===== config.mk =====
export PLATFORM = sky130hd
export DESIGN_NAME = fifo_rd_stream_flat
export DESIGN_NICKNAME = d
export VERILOG_FILES = /design/src/rtl/fifo_rd_stream_if.sv /design/src/rtl/fifo_rd_stream.sv /design/src/flat_wrapper.sv
export SDC_FILE = /design/constraint.sdc
export NUM_CORES = 1
export LEC_CHECK = 0
export CAP_MARGIN = 20
export CORE_UTILIZATION = 49
export DETAILED_ROUTE_END_ITERATION = 7
export PLACE_DENSITY_LB_ADDON = 0.3
export SYNTH_ARGS = -nofsm -noshare
export SYNTH_HDL_FRONTEND = slang
export SYNTH_SLANG_ARGS = --single-unit

===== constraint.sdc =====
create_clock -name clk_i -period 2.1 [get_ports clk_i]
set_clock_uncertainty 0.1 [all_clocks]
set_input_delay 0.42 -clock clk_i [delete_from_list [all_inputs] [get_ports clk_i]]
set_output_delay 0.42 -clock clk_i [all_outputs]
set_load 0.02 [all_outputs]

===== src/rtl/fifo_rd_stream_if.sv =====
// Valid/ready stream carrying words read out of the FIFO.
// The adapter drives it through the master modport; the consumer uses the slave modport.
interface fifo_rd_stream_if #(
  parameter int DataBits = 8
);
  logic                m_valid_o;
  logic [DataBits-1:0] m_data_o;
  logic                m_ready_i;

  modport master (
    output m_valid_o,
    output m_data_o,
    input  m_ready_i
  );

  modport slave (
    input  m_valid_o,
    input  m_data_o,
    output m_ready_i
  );
endinterface


===== src/rtl/fifo_rd_stream.sv =====
// FIFO read-side stream adapter with a two-entry output/skid buffer.
// Optional beat counter beats_o is enabled by defining FIFO_RD_STREAM_STATS_EN.
module fifo_rd_stream #(
  parameter int DataBits = 8,
  parameter int CntBits  = 16
) (
  input  logic                clk_i,
  input  logic                rst_ni,
  input  logic                empty_i,
  input  logic [DataBits-1:0] r_data_i,
  output logic                rd_o,
  input  logic                flush_i,
  fifo_rd_stream_if.master    m
`ifdef FIFO_RD_STREAM_STATS_EN
  ,
  output logic [CntBits-1:0]  beats_o
`endif
);

  localparam logic [1:0] EMPTY = 2'd0;
  localparam logic [1:0] ONE   = 2'd1;
  localparam logic [1:0] TWO   = 2'd2;

  logic [1:0]          state_reg, state_next;
  logic [DataBits-1:0] out_reg, out_next;
  logic [DataBits-1:0] skid_reg, skid_next;
  logic                hs;

  // The read strobe looks only at local state, never at m_ready_i.
  assign rd_o        = rst_ni & ~empty_i & ~flush_i & (state_reg != TWO);
  assign m.m_valid_o = (state_reg != EMPTY);
  assign m.m_data_o  = out_reg;
  assign hs          = m.m_valid_o & m.m_ready_i;

  always_comb begin
    state_next = state_reg;
    out_next   = out_reg;
    skid_next  = skid_reg;
    case (state_reg)
      EMPTY: begin
        if (rd_o) begin
          out_next   = r_data_i;
          state_next = ONE;
        end
      end
      ONE: begin
        if (hs && rd_o) begin
          out_next = r_data_i;
        end else if (hs) begin
          state_next = EMPTY;
        end else if (rd_o) begin
          skid_next  = r_data_i;
          state_next = TWO;
        end
      end
      TWO: begin
        if (hs) begin
          out_next   = skid_reg;
          state_next = ONE;
        end
      end
      default: state_next = EMPTY;
    endcase
    // Flush drops held words but leaves the data registers untouched.
    if (flush_i) begin
      state_next = EMPTY;
    end
  end

  always_ff @(posedge clk_i or negedge rst_ni) begin
    if (!rst_ni) begin
      state_reg <= EMPTY;
      out_reg   <= '0;
      skid_reg  <= '0;
    end else begin
      state_reg <= state_next;
      out_reg   <= out_next;
      skid_reg  <= skid_next;
    end
  end

`ifdef FIFO_RD_STREAM_STATS_EN
  logic [CntBits-1:0] beats_reg;

  always_ff @(posedge clk_i or negedge rst_ni) begin
    if (!rst_ni) begin
      beats_reg <= '0;
    end else if (hs) begin
      beats_reg <= beats_reg + 1'b1;
    end
  end

  assign beats_o = beats_reg;
`else
  wire [CntBits-1:0] unused_cnt_bits = '0;
`endif

endmodule


===== src/flat_wrapper.sv =====
// flat-port wrapper written by rule: the top's interface ports become plain ports
module fifo_rd_stream_flat 
#(
  parameter int DataBits = 8,
  parameter int CntBits  = 16
)
  (clk_i, rst_ni, empty_i, r_data_i, rd_o, flush_i, m_m_valid_o, m_m_data_o, m_m_ready_i);
  fifo_rd_stream_if #(.DataBits(DataBits)) m_i ();
  input  logic clk_i;
  input  logic rst_ni;
  input  logic empty_i;
  input  logic [DataBits-1:0] r_data_i;
  output logic rd_o;
  input  logic flush_i;
  output wire logic [$bits(m_i.m_valid_o)-1:0] m_m_valid_o;
  output wire logic [$bits(m_i.m_data_o)-1:0] m_m_data_o;
  input wire logic [$bits(m_i.m_ready_i)-1:0] m_m_ready_i;
  assign m_m_valid_o = m_i.m_valid_o;
  assign m_m_data_o = m_i.m_data_o;
  assign m_i.m_ready_i = m_m_ready_i;
  fifo_rd_stream #(.DataBits(DataBits), .CntBits(CntBits)) u_core (.clk_i(clk_i), .rst_ni(rst_ni), .empty_i(empty_i), .r_data_i(r_data_i), .rd_o(rd_o), .flush_i(flush_i), .m(m_i));
endmodule

# After elaboration in Yosys (flattened, before gate mapping)
# Cells that the tools add are included.
# word_totals
reg_bits	18
in_bits	13
output_inout_bits	10
word_cells	39
# op_classes
eq_ne	10
muxes	11
bitwise_logic	8
n_reduce_logical	7
# op_table
op	n
2-to-1 mux 8 bit	3
one-hot mux 8 bit (3 select lines)	1
2-to-1 mux 2 bit	6
AND reduction 4 bit	3
!= test 2 x 1 -> 1 bit, second input constant	3
!= test 3 x 2 -> 1 bit, second input constant	2
one-hot mux 2 bit (3 select lines)	1
bitwise AND 1 bit	4
!= test 4 x 2 -> 1 bit, second input constant	1
NOT 1 bit	4
!= test 3 bit, second input constant	1
nonzero test 3 bit	1
== test 2 x 1 -> 1 bit, second input constant	1
== test 2 bit, second input constant	1
logical NOT 2 bit	1
!= test 2 bit, second input constant	1
nonzero test 2 bit	1
logical AND 1 bit	1

# Depth between registers and ports, before layout
# depth
depth_word	9
depth_mapped	5

# Least setup slack after synthesis
# No wires, ideal clock.
# synth_timing
path_type	flip-flop to output port
from	reg u_core.state_reg[1]
to	out rd_o
arrival_time_ps	1265
required_ps	1580
setup_slack_ps	315
stages_incl_launch_ff	4
n_path_buf	1
path_cell_list	dfrtp_1 > nor2b_1 > buf_4 > nor3_1
# synth_between
elab_chain_len	2
# synth_lines
item	line_no	text
from (decl)	fifo_rd_stream.sv:24	logic [1:0] state_reg, state_next;
from (signal assigned)	fifo_rd_stream.sv:76	state_reg <= state_next;
!= test 2 bit	fifo_rd_stream.sv:30	assign rd_o = rst_ni & ~empty_i & ~flush_i & (state_reg != TWO);
bitwise AND 1 bit	fifo_rd_stream.sv:30	
to (decl)	flat_wrapper.sv:13	output logic rd_o;
# No other way between the ends.

# Worst setup path in the final report
# layout_timing
from	in rst_ni
to	out rd_o
# layout_between
elab_chain_len	3
# layout_lines
item	line_no	text
from (decl)	flat_wrapper.sv:10	input logic rst_ni;
bitwise AND 1 bit (3 in series)	fifo_rd_stream.sv:30	
# No other way between the ends.

==> results <==
- The count of standard-cell rows is 14.
- The initial standard-cell utilization of the core is 0.5425.
- The total area inside the core boundary comes to 0.001559 mm2.
- The reported max-cap violation count is 0.
- The number of top-level pins is 23.
- In the final design database the tool counted 115 nets.
- In the routed layout, each cell is associated on average with a via count of 5.316.
- The total half-perimeter wirelength after legalization and detailed placement is 1161 um.
- For this run, the top clock speed supported by timing is 0.4987 GHz.
- The maximum net fanout on the critical path is 2.
- The checks that failed: design-rule violations.
- The first-pass GRT wire length is 2780 um.
- The congestion estimate from routability-driven global placement came to 0.7372.
- After clock tree synthesis, the clock-pin slew on the worst setup and hold paths is 0.09 ns.
- The count of yosys warnings during synthesis is 0.
- The clock passes through at most 2 buffers.
- The power density normalized to cell area is 772.7 mW/mm2.
- The synthesized design spends more area on one cell type than any other, namely sky130_fd_sc_hd__dfrtp_1.
- Setup repair after global routing left no endpoint under its margin.
- The horizontal extent of the die is 43.55 um.
- At the end of the flow the core is filled with cells to 0.7448.
- In this run the vertical extent of the chip is 43.55 um.
- The count of inserted antenna diode cells is 0.
- The relative slew slack is 0.8249.
- The total number of H-tree levels is 1.
- The worst hold slack is 0.4140 ns.
- STA classifies the critical path startpoint as an input pin.
- The total global routing overflow is 0.
- Across the VDD grid, the largest voltage drop is 0.5459 mV.
- The timing startpoint of the critical path is rst_ni.
- Ranked by total cell area, the synthesized netlist is headed by sky130_fd_sc_hd__dfrtp_1 53%, sky130_fd_sc_hd__mux2i_1 11%, sky130_fd_sc_hd__mux2_2 11%.
- The final number of hold-violating endpoints is 0.
- The start of the worst register-to-register path is u_core.state_reg[1]$_DFFE_PN0P_.
- Data on the critical path arrives at its endpoint at 1.49 ns.
- The area of the die is 0.001896 mm2.
- Each instance of the synthesized netlist takes up on average 12.26 um2.
- Synthesis handed over a netlist of 69 instances.
- The initial antenna violation count was 0.
- The netlist uses 18 different library cells.
- The worst min-delay path startpoint is u_core.skid_reg[6]$_DFFE_PN0P_.
- The number of remaining DRC errors is 6.
- The tree is rooted in a sky130_fd_sc_hd__clkbuf_4.
- The worst hold path class is reg -> reg.
- The number of synthesized register bits is 18.
- Setup violations remaining at the end of the flow were counted as 0.
- The run finished, with violations left.
- The final number of max-transition violations is 0.
- The first detailed-routing pass took 5 iterations.
- The endpoint class of the critical path is an output port.
- The number of clock sinks is 18.
- The pin slew with the least headroom to its limit is 0.2618 ns.
- Of the cells placed in the final design, the portion with a size suffix greater than 1 is 0.2574.
- The largest net degree at the start of global routing is 19.
- The share of the Yosys chip area taken by registers is 0.5325.
- For the worst setup path, the data required time is 1.58 ns.
- For the finished layout, the period the worst path requires is 2.005 ns.
- The routed design has 1545 um of wire.
- The detail route stage leaves a number of antenna-violating nets equal to 0.
- The setup path with the least slack is of type in -> out.
- The via count of the first global-routing pass is 658.
- The vias after detailed routing is 622.
- The global router's overall resource usage is 0.2080.
- The wire length per cell after detailed routing is 13.21 um.
- The number of DRC violations after detailed-routing iteration 0 is 11.
- The part of the cycle the worst path needs is 0.9548.
- The total clock buffers created by CTS is 3.
- The leakage power is 0.5154 nW.
- Summing every instance area after synthesis gives 845.8 um2.
- Input and output buffers added on the ports amount to 22.
- Relative to the synthesized area, the layout overhead comes to 37.28%.
- The post-CTS setup repair buffer count is 0.
- Of the post-synthesis cell area, the dominant cell type holds 0.5325.
- TritonCTS built the clock tree.
- The worst-skew pair later-pin latency is 0.29 ns.
- The post-synthesis net count is 82.
-- metrics by stage --
| stage | instances | setup slack [ns] | area, um2 | setup TNS [ns] | power (W) |
|---|---|---|---|---|---|
| 2_1_floorplan | 69 | 0.3155 | 845.8 | 0 | 0.0005735 |
| 3_3_place_gp | 113 | -0.1885 | 1127 | -0.1885 | 0.0006915 |
| 3_5_place_dp | 113 | -0.1961 | 1127 | -0.1961 | 0.0007025 |
| 4_1_cts | 117 | 0.08892 | 1161 | 0 | 0.0009082 |
| 5_1_grt | 117 | 0.03735 | 1161 | 0 | 0.0009445 |
| 6_report | 117 | 0.09493 | 1161 | 0 | 0.0008972 |
-- cell usage after synthesis --
cell,number
sky130_fd_sc_hd__dfrtp_1,18
sky130_fd_sc_hd__a21oi_1,6
sky130_fd_sc_hd__nor2b_2,1
sky130_fd_sc_hd__nand2b_4,1
sky130_fd_sc_hd__a21oi_2,2
sky130_fd_sc_hd__nand2_1,4
sky130_fd_sc_hd__buf_4,1
sky130_fd_sc_hd__nor3_1,2
sky130_fd_sc_hd__o21a_1,1
sky130_fd_sc_hd__nand3b_1,1
sky130_fd_sc_hd__mux2_2,8
sky130_fd_sc_hd__o41ai_4,1
sky130_fd_sc_hd__o22a_1,1
sky130_fd_sc_hd__nor2_1,10
sky130_fd_sc_hd__mux2i_1,9
sky130_fd_sc_hd__nor2b_1,1
sky130_fd_sc_hd__buf_6,1
sky130_fd_sc_hd__or2_2,1
-- path summary, 6_finish.rpt --
kind	slack (ns)	depth (start not counted)	end
min in group asynchronous	0.47	2	u_core.m.m_data_o[6]$_DFFE_PN0P_
worst max-delay path	0.09	4	rd_o
worst max register to register	0.62	5	u_core.skid_reg[7]$_DFFE_PN0P_
worst min-delay path	0.41	1	u_core.skid_reg[6]$_DFFE_PN0P_
max in group asynchronous	1.24	2	u_core.skid_reg[6]$_DFFE_PN0P_
worst min register to register	0.41	1	u_core.skid_reg[6]$_DFFE_PN0P_
-- cells in the final DEF, fill, tap and decap left out, drive strengths merged, types with 2 or more instances in the layout --
cell and n:
buf 8, mux2i 9, clkdlybuf4s50 20, dfrtp 18, mux2 8, a21oi 8
nand2 4, nor3 2, dlygate4sd2 2, nor2b 2, clkbuf 4, nor2 10
-- critical path, stage by stage --
cell and delay, ns:
sky130_fd_sc_hd__clkdlybuf4s50_1 0.54, sky130_fd_sc_hd__nand2b_4 0.06, sky130_fd_sc_hd__nor3_1 0.11, sky130_fd_sc_hd__dlygate4sd2_1 0.35
-- timing repair --
item	in CTS	in global routing
resized for setup	2	0
setup endpoints to repair	2	0
endpoints found under the hold margin	0	0
hold buffers	0	0
-- cells by family (layout without fill, tap and decap cells) --
family | after synthesis | count (layout) | synth area share
multiplexers | 17 | 17 | 0.2130
buffers and inverters | 2 | 34 | 0.02219
AND/OR/NAND/NOR | 21 | 21 | 0.1243
AO/OA/AOI/OAI | 11 | 11 | 0.1080
flip-flops | 18 | 18 | 0.5325
-- report_power, final --
group,switching [W],internal [W]
combinational,0.000111,0.000135
clock,0.000101,0.000106
sequential,0.0000340,0.000410
total,0.000246,0.000651
-- metal layers --
metal,routed length [um],vias to the layer above,GRT usage
met2,828,12,0.3731
met5,0,-,0
li1,-,308,-
met1,648,300,0.2222
met4,18,0,0.1250
met3,49,2,0.04167
-- layout make-up --
type	count	area (um2)
multi-input combinational	49	376.6
sequential	18	450.4
tap	16	20.02
clock buffer	4	36.28
fill	116	397.9
timing repair buffer	30	277.8
(Power assumes the default switching activity.)
